### src/rtl/alu_gen_pkg.sv
// Shared opcode and state definitions for the parametrised ALU.
package alu_gen_pkg;

    localparam logic [2:0] OP_ADD = 3'd0;
    localparam logic [2:0] OP_ADC = 3'd1;
    localparam logic [2:0] OP_SUB = 3'd2;
    localparam logic [2:0] OP_AND = 3'd3;
    localparam logic [2:0] OP_OR  = 3'd4;
    localparam logic [2:0] OP_XOR = 3'd5;
    localparam logic [2:0] OP_SHL = 3'd6;
    localparam logic [2:0] OP_MUL = 3'd7;

    typedef enum logic {
        ST_IDLE = 1'b0,
        ST_MUL  = 1'b1
    } state_e;

endpackage

### src/rtl/alu_mul_iter.sv
// Iterative unsigned shift-add multiplier; the first step happens on the
// load edge so the full product is ready WIDTH-1 edges later (last=1).
module alu_mul_iter
    import alu_gen_pkg::*;
#(
    parameter int WIDTH = 4
) (
    input  logic               clock,
    input  logic               reset,
    input  logic               load,
    input  logic [WIDTH-1:0]   a,
    input  logic [WIDTH-1:0]   b,
    output logic [2*WIDTH-1:0] product,
    output logic               last
);

    localparam int CW = $clog2(WIDTH + 1);

    logic [2*WIDTH-1:0] mcand_q, mcand_d;
    logic [2*WIDTH-1:0] acc_q, acc_d;
    logic [WIDTH-1:0]   mplier_q, mplier_d;
    logic [CW-1:0]      cnt_q, cnt_d;

    always_comb begin
        mcand_d  = mcand_q;
        acc_d    = acc_q;
        mplier_d = mplier_q;
        cnt_d    = cnt_q;
        if (load) begin
            mcand_d  = {{WIDTH{1'b0}}, a} << 1;
            mplier_d = b >> 1;
            acc_d    = b[0] ? {{WIDTH{1'b0}}, a} : '0;
            cnt_d    = CW'(1);
        end else if (cnt_q == CW'(WIDTH)) begin
            cnt_d = '0;
        end else if (cnt_q != '0) begin
            if (mplier_q[0]) acc_d = acc_q + mcand_q;
            mcand_d  = mcand_q << 1;
            mplier_d = mplier_q >> 1;
            cnt_d    = cnt_q + CW'(1);
        end
    end

    always_ff @(posedge clock or negedge reset) begin
        if (!reset) begin
            mcand_q  <= '0;
            acc_q    <= '0;
            mplier_q <= '0;
            cnt_q    <= '0;
        end else begin
            mcand_q  <= mcand_d;
            acc_q    <= acc_d;
            mplier_q <= mplier_d;
            cnt_q    <= cnt_d;
        end
    end

    assign product = acc_q;
    assign last    = (cnt_q == CW'(WIDTH));

endmodule

### src/rtl/alu_gen.sv
// WIDTH-bit ALU with registered result/C/Z flags and an optional
// multi-cycle multiplier behind a start/busy/done handshake.
module alu_gen
    import alu_gen_pkg::*;
#(
    parameter int WIDTH      = 4,
    parameter bit ENABLE_MUL = 1'b1
) (
    input  logic             clock,
    input  logic             reset,
    input  logic             start,
    input  logic [2:0]       op,
    input  logic [WIDTH-1:0] a,
    input  logic [WIDTH-1:0] b,
    output logic             busy,
    output logic             done,
    output logic [WIDTH-1:0] result,
    output logic             flagC,
    output logic             flagZ
);

    state_e             state_q, state_d;
    logic [WIDTH-1:0]   result_q, result_d;
    logic               c_q, c_d;
    logic               z_q, z_d;
    logic               done_q, done_d;
    logic               mul_load;
    logic [2*WIDTH-1:0] product;
    logic               mul_last;
    logic [WIDTH-1:0]   alu_res;
    logic               alu_c;
    logic [WIDTH:0]     sum;

    generate
        if (ENABLE_MUL) begin : g_mul
            alu_mul_iter #(.WIDTH(WIDTH)) u_mul (
                .clock   (clock),
                .reset   (reset),
                .load    (mul_load),
                .a       (a),
                .b       (b),
                .product (product),
                .last    (mul_last)
            );
        end else begin : g_nomul
            assign product  = '0;
            assign mul_last = 1'b0;
        end
    endgenerate

    always_comb begin
        sum     = '0;
        alu_res = '0;
        alu_c   = 1'b0;
        unique case (1'b1)
            (op == OP_ADD): sum = {1'b0, a} + {1'b0, b};
            (op == OP_ADC): sum = {1'b0, a} + {1'b0, b}
                                + {{WIDTH{1'b0}}, c_q};
            (op == OP_SUB): sum = {1'b0, a} + {1'b0, ~b}
                                + {{WIDTH{1'b0}}, 1'b1};
            default: sum = '0;
        endcase
        unique case (1'b1)
            (op == OP_ADD),
            (op == OP_ADC): begin
                alu_res = sum[WIDTH-1:0];
                alu_c   = sum[WIDTH];
            end
            // no carry-out of a + ~b + 1 means a borrow occurred
            (op == OP_SUB): begin
                alu_res = sum[WIDTH-1:0];
                alu_c   = ~sum[WIDTH];
            end
            (op == OP_AND): alu_res = a & b;
            (op == OP_OR):  alu_res = a | b;
            (op == OP_XOR): alu_res = a ^ b;
            (op == OP_SHL): begin
                alu_res = {a[WIDTH-2:0], 1'b0};
                alu_c   = a[WIDTH-1];
            end
            default: begin
                alu_res = '0;
                alu_c   = 1'b0;
            end
        endcase
    end

    always_comb begin
        state_d  = state_q;
        result_d = result_q;
        c_d      = c_q;
        z_d      = z_q;
        done_d   = 1'b0;
        mul_load = 1'b0;
        unique case (state_q)
            ST_IDLE: begin
                if (start) begin
                    if (op == OP_MUL && ENABLE_MUL) begin
                        mul_load = 1'b1;
                        state_d  = ST_MUL;
                    end else begin
                        done_d = 1'b1;
                        if (op != OP_MUL) begin
                            result_d = alu_res;
                            c_d      = alu_c;
                            z_d      = (alu_res == '0);
                        end
                    end
                end
            end
            ST_MUL: begin
                if (mul_last) begin
                    result_d = product[WIDTH-1:0];
                    c_d      = |product[2*WIDTH-1:WIDTH];
                    z_d      = (product[WIDTH-1:0] == '0);
                    done_d   = 1'b1;
                    state_d  = ST_IDLE;
                end
            end
            default: state_d = ST_IDLE;
        endcase
    end

    always_ff @(posedge clock or negedge reset) begin
        if (!reset) begin
            state_q  <= ST_IDLE;
            result_q <= '0;
            c_q      <= 1'b0;
            z_q      <= 1'b0;
            done_q   <= 1'b0;
        end else begin
            state_q  <= state_d;
            result_q <= result_d;
            c_q      <= c_d;
            z_q      <= z_d;
            done_q   <= done_d;
        end
    end

    assign busy   = (state_q == ST_MUL);
    assign done   = done_q;
    assign result = result_q;
    assign flagC  = c_q;
    assign flagZ  = z_q;

endmodule

### config.mk
export PLATFORM = sky130hd
export DESIGN_NAME = alu_gen
export DESIGN_NICKNAME = d
export VERILOG_FILES = /design/src/rtl/alu_gen_pkg.sv /design/src/rtl/alu_mul_iter.sv /design/src/rtl/alu_gen.sv
export SDC_FILE = /design/constraint.sdc
export NUM_CORES = 1
export LEC_CHECK = 0
export ABC_AREA = 0
export CAP_MARGIN = 5
export CORE_ASPECT_RATIO = 0.6
export CORE_MARGIN = 1.5
export CORE_UTILIZATION = 40
export CTS_BUF_LIST = sky130_fd_sc_hd__clkbuf_4
export DETAILED_ROUTE_END_ITERATION = 7
export GPL_ROUTABILITY_DRIVEN = 0
export SLEW_MARGIN = 20
export SYNTH_ARGS = -nofsm -noshare
export SYNTH_HDL_FRONTEND = slang
export SYNTH_SLANG_ARGS = --single-unit
### constraint.sdc
create_clock -name clock -period 2.35 [get_ports clock]
set_input_delay 0.235 -clock clock [delete_from_list [all_inputs] [get_ports clock]]
set_output_delay 0.235 -clock clock [all_outputs]
set_load 0.01 [all_outputs]
# Word-level counts from Yosys, hierarchy flattened
# Index checks and enable logic that the tools add are counted.
dict set report word_totals {
  regBits 31
  out_inout_bits 8
  wordCells 89
  inputBits 14
}
dict set report op_classes {
  n_reduce_logical 13
  n_bitwise 6
  add_sub_neg 6
  eq_ne 14
  n_mux 41
}
# cell count
set op_table {}
lappend op_table {{$mux 8} 7}
lappend op_table {{$mux 4} 8}
lappend op_table {{$pmux 4 s5} 1}
lappend op_table {{$eq 3x3->1 const B} 5}
lappend op_table {{$mux 1} 15}
lappend op_table {{$pmux 5 s3} 1}
lappend op_table {{$add 4x4->5} 2}
lappend op_table {{$mux 3} 3}
lappend op_table {{$add 8x8->8} 1}
lappend op_table {{$logic_not 4->1} 2}
lappend op_table {{$pmux 1 s2} 4}
lappend op_table {{$pmux 4 s2} 1}
lappend op_table {{$eq 3x2->1 const B} 2}
lappend op_table {{$ne 2x2->1 const B} 3}
lappend op_table {{$reduce_bool 3->1} 2}
lappend op_table {{$add 5x1->5} 1}
lappend op_table {{$add 5x1->5 const B} 1}
lappend op_table {{$and 4x4->4} 1}
lappend op_table {{$ne 2x1->1 const B} 2}
lappend op_table {{$not 4->4} 1}
lappend op_table {{$or 4x4->4} 1}
lappend op_table {{$reduce_and 4->1} 1}
lappend op_table {{$reduce_bool 2->1} 2}
lappend op_table {{$reduce_or 4->1} 1}
lappend op_table {{other kinds (11)} 12}

# Depth between registers and ports, before layout
dict set report depth {
  ltp_word 10
  mapped_depth 10
}

# Modules after synthesis
# Synthesis repeated with hierarchy kept, for this count alone.
dict set report unflattened {
  hier_cells 255
  hier_area_um2 2422.3
}
# mod area_each_um2 seq_area_each_um2 instances cells_each
set by_module_without_submodules {}
lappend by_module_without_submodules {alu_mul_iter 1257.5 525.5 1 121}
lappend by_module_without_submodules {alu_gen 1164.9 200.2 1 134}

# Worst setup path before layout
# Ideal clock, no wire load.
dict set report synth_path {
  path_kind {input -> register}
  from {input port a[0]}
  to {register c_q (netlist: flagC)}
  path_stages 7
  t_required_ns 2.268
  setup_time_ns 0.082
  slack_ns 0.150
  n_path_buf 0
  arrival_ns 2.118
  cell_sequence {ha_1 -> fa_1 -> ha_1 -> and3_1 -> a2111o_1 -> a311o_1 -> a31oi_1}
}
dict set report synth_between {
  elab_chain_cells 9
  elab_cells_between_ends 11
  classes_between {add/sub: 4; mux: 6; bitwise: 1}
}
# item line_no
set synth_rtl {}
lappend synth_rtl {{start, declared} alu_gen.sv:13} ;# input logic [WIDTH-1:0] a,
lappend synth_rtl {{$add 4x4->5 (on tied branches)} {alu_gen.sv:59, alu_gen.sv:56, alu_gen.sv:57}}
lappend synth_rtl {{$add 5x1->5 (on tied branches)} {alu_gen.sv:60, alu_gen.sv:58}}
lappend synth_rtl {{$pmux 5 s3 *} alu_gen.sv:55} ;# unique case (1'b1)
lappend synth_rtl {{$not 1->1} alu_gen.sv:72} ;# alu_c = ~sum[WIDTH];
lappend synth_rtl {{$pmux 1 s3 *} alu_gen.sv:63} ;# unique case (1'b1)
lappend synth_rtl {{$mux 1 *} alu_gen.sv:103} ;# if (op != OP_MUL) begin
lappend synth_rtl {{$mux 1 *} alu_gen.sv:98} ;# if (op == OP_MUL && ENABLE_MUL) begin
lappend synth_rtl {{$mux 1 *} alu_gen.sv:97} ;# if (start) begin
lappend synth_rtl {{$pmux 1 s2 *} alu_gen.sv:95} ;# unique case (state_q)
lappend synth_rtl {{end signal, assigned} alu_gen.sv:128} ;# c_q <= 1'b0;
lappend synth_rtl {{end signal, assigned} alu_gen.sv:134} ;# c_q <= c_d;
lappend synth_rtl {{end, declared} alu_gen.sv:24} ;# logic c_q, c_d;
# Mark *: on every way between the ends. The rest lies on a longest branch, timed or not. The select of a mux whose other input is x is not followed.
# A chain may end at the register's enable or synchronous reset.

# Worst setup path in the final report
# Same ends and word-level chain as after synthesis.

==> results_dict.tcl <==
set metrics [dict create \
    initial_core_util_pct 41.20 \
    utilization_pct 51.63 \
    relSlewSlack_pct 70.64 \
    fin_hold_ws_ns 0.2812 \
    slew_violations 0 \
    synth_area_sq_um 2273 \
    placed_area_sq_um 2794 \
    tightest_slew_ns 0.4347 \
    die_h_um 61.40 \
    rows 21 \
    power.switching_mw 0.9577 \
    yosys.area.top_type_share_pct 31.92 \
    rsz0062_at_grt "false" \
    vias 1978 \
    fin_crit_sh_pct 93.78 \
    pre_cts_slack_ns -0.4335 \
    yosys-top-cells-area "dfrtp_1 (32%), ha_1 (12%), mux2i_1 (4.8%), nand2_1 (4.6%), a21oi_1 (4.0%)" \
    grt_antenna_before_repair 0 \
    start_kind "input port" \
    ant_nets 0 \
    seq_power_share_pct 36.2 \
    drive_gt1_share_pct 17.42 \
    clock-root-buffer "clkbuf_4" \
    path_class "input port to flip-flop" \
    p_int_mw 1.415 \
    synth_edf_count 0 \
    drt_iter0_drc 145 \
    ys_types 51 \
    p_comb_share_pct 51.4 \
    leakage_nw 1.367 \
    pwr-share-clk_pct 12.4 \
    first_pass_iters 4 \
    grt_overflow 0 \
    switching_share_pct 40.37 \
    synth.ff_latch_count 29 \
    cts_sinks 29 \
    dp_hpwl_um 4471 \
    finalHoldViolations 0 \
    end_kind "flip-flop" \
    holdBufCountCts 0 \
    die_width_um 100.3 \
    synthArstFlopShare_pct 100.0 \
    die_area_sq_um 6159 \
    vdd_ir_drop_max_mv 0.3684 \
    grt_use_total_pct 20.48 \
    core_sq_um 5518 \
    period_needed_ns 2.204 \
    cap_viol_max_count 0 \
    avgViaCountPerCell 5.219 \
    multi_input_area_sq_um 1416 \
    setup-violations-final 0 \
    drc_errors 0 \
    grt_max_degree 30 \
    synthFlopType "dfrtp_1" \
    grt_pass1_vias 1856 \
    cp.arrival_ns 2.47 \
    ys_warn_count 0 \
    p_per_area_nw_per_um2 832.7 \
    clk_pin_slew_worst_paths_ns 0.11 \
    io_pins 22 \
    clock_latency_ns 0.33 \
    ys_seq_area_share_pct 31.92 \
    hold_class "input port to asynchronous set/reset pin" \
    yosys.area.top_type "dfrtp_1" \
    seqCellArea_sq_um 725.7 \
    final_nets 348 \
    clockBufferDepth 2 \
    antenna_cells 0 \
    grt_pass1_wl_um 9390 \
    path_max_fanout 4 \
    drt-wirelength-per-cell_um 14.86 \
    totalPowerFinal_mw 2.372 \
    setup_slack_ns 0.1463 \
    syn_nets 296 \
    fillers 544 \
    avgSynthCellArea_sq_um 8.846 \
    portBuffers 21 \
    skew_ns 0.01388 \
    worstPathRequired_ns 2.61 \
    status "completed" \
    h-tree-depth 2 \
    fin_area_sq_um 2849 \
    areaGrowthSynthToFinish_pct 25.32 \
    max_freq_mhz 453.8 \
    routed_wl_um 5632 \
    cts_tree "built" \
    cts-buffers-inserted 5 \
    synthCells 257 \
]
==> placed cells by master, fill, tap and decap left out, types with 3 or more instances in the layout <==
cell type / instances
xnor2_1: 6
o21a_1: 3
mux2i_1: 11
clkbuf_4: 5
dfrtp_1: 29
o211ai_1: 3
nor2b_1: 6
fa_1: 3
nand2_1: 28
nand3_1: 6
a211oi_1: 3
inv_1: 16
buf_4: 36
a21o_1: 5
o21ai_1: 15
nor2_1: 16
nor3_1: 8
and3_1: 3
clkdlybuf4s50_1: 17
ha_1: 21
a21oi_1: 18
==> logic make-up after synthesis <==
group / count (synthesis) / share of synthesized area, %
AOI/OAI and AO/OA: 66 / 18.82
xor gates and xnor gates: 8 / 3.082
adders and majority gates: 25 / 14.75
buffers and inverters: 31 / 6.164
DFF: 29 / 31.92
muxes: 14 / 6.329
and+or+nand+nor: 84 / 18.93
==> synth_stat cells (5+ instances only) <==
master / instances
dfrtp_1: 29
nand2_1: 28
ha_1: 22
a21oi_1: 18
inv_1: 16
nor2_1: 16
o21ai_1: 15
mux2i_1: 11
clkbuf_1: 9
nor3_1: 8
nand3_1: 6
nor2b_1: 6
xnor2_1: 6
a21o_1: 5
==> power groups by stage <==
stage	clock network [mW]	logic, mW	registers, mW
CTS	0.306	1.22	0.858
global route	0.333	1.35	0.892
finish	0.294	1.22	0.859
global placement	0	1.19	0.865
floorplan	0	0.783	0.844
detailed placement	0	1.21	0.869
==> routing by layer <==
layer / wire length [um] / part of all wire, % / vias up / track usage, %
met4: 27 / 0.48 / 0 / 3.823
met1: 3255 / 58 / 923 / 32.42
met3: 369 / 6.6 / 4 / 6.243
li1: - / - / 1004 / -
met5: 0 / 0 / - / 0
met2: 1980 / 35 / 47 / 26.82
==> final timing paths <==
kind	depth (start not counted)	slack, ns	from	endpoint
worst min-delay path	2	0.28	reset	result[0]
worst max register to register	9	0.28	g_mul.u_mul.mcand_q[1]	g_mul.u_mul.product[7]
worst min register to register	1	0.51	result[2]	result[2]
max in group asynchronous	2	1.76	reset	g_mul.u_mul.mcand_q[2]
worst max-delay path	8	0.15	a[0]	flagC
min in group clock	3	0.34	a[0]	g_mul.u_mul.mcand_q[1]
==> registers in the layout, summed over array words and instances (netlist names) <==
signal                flops
g_mul.u_mul.product       8
g_mul.u_mul.mcand_q       7
result                    4
g_mul.u_mul.cnt_q         3
g_mul.u_mul.mplier_q      3
busy                      1
done                      1
flagC                     1
flagZ                     1
==> worst max-delay path: stages <==
cell           delay [ns]
dlygate4sd2_1        0.27
ha_2                 0.20
fa_1                 0.48
ha_1                 0.23
and3_1               0.19
a2111o_1             0.42
a311o_1              0.27
a31oi_1              0.17
==> through the flow <==
stage | setup TNS (ns) | instances
after floorplan | 0 | 257
after global placement | -1.586 | 371
after detailed placement | -1.719 | 371
after CTS | 0 | 379
after global routing | 0 | 379
final | 0 | 379
==> area by class of cell <==
type                    count  area share (%)
inverters                  18           2.372
repair buffers             58           17.65
flip-flops and latches     29           25.47
well taps                  69           3.030
multi-input cells         197           49.71
clock inverters             3          0.4392
clock buffers               5           1.318
==> what timing repair did <==
action	CTS	global route
pin swaps	0	0
setup buffers	0	0
gates resized for setup	3	2
endpoints found under the setup margin	2	1
Note: power is estimated with default switching activity, not from simulation.
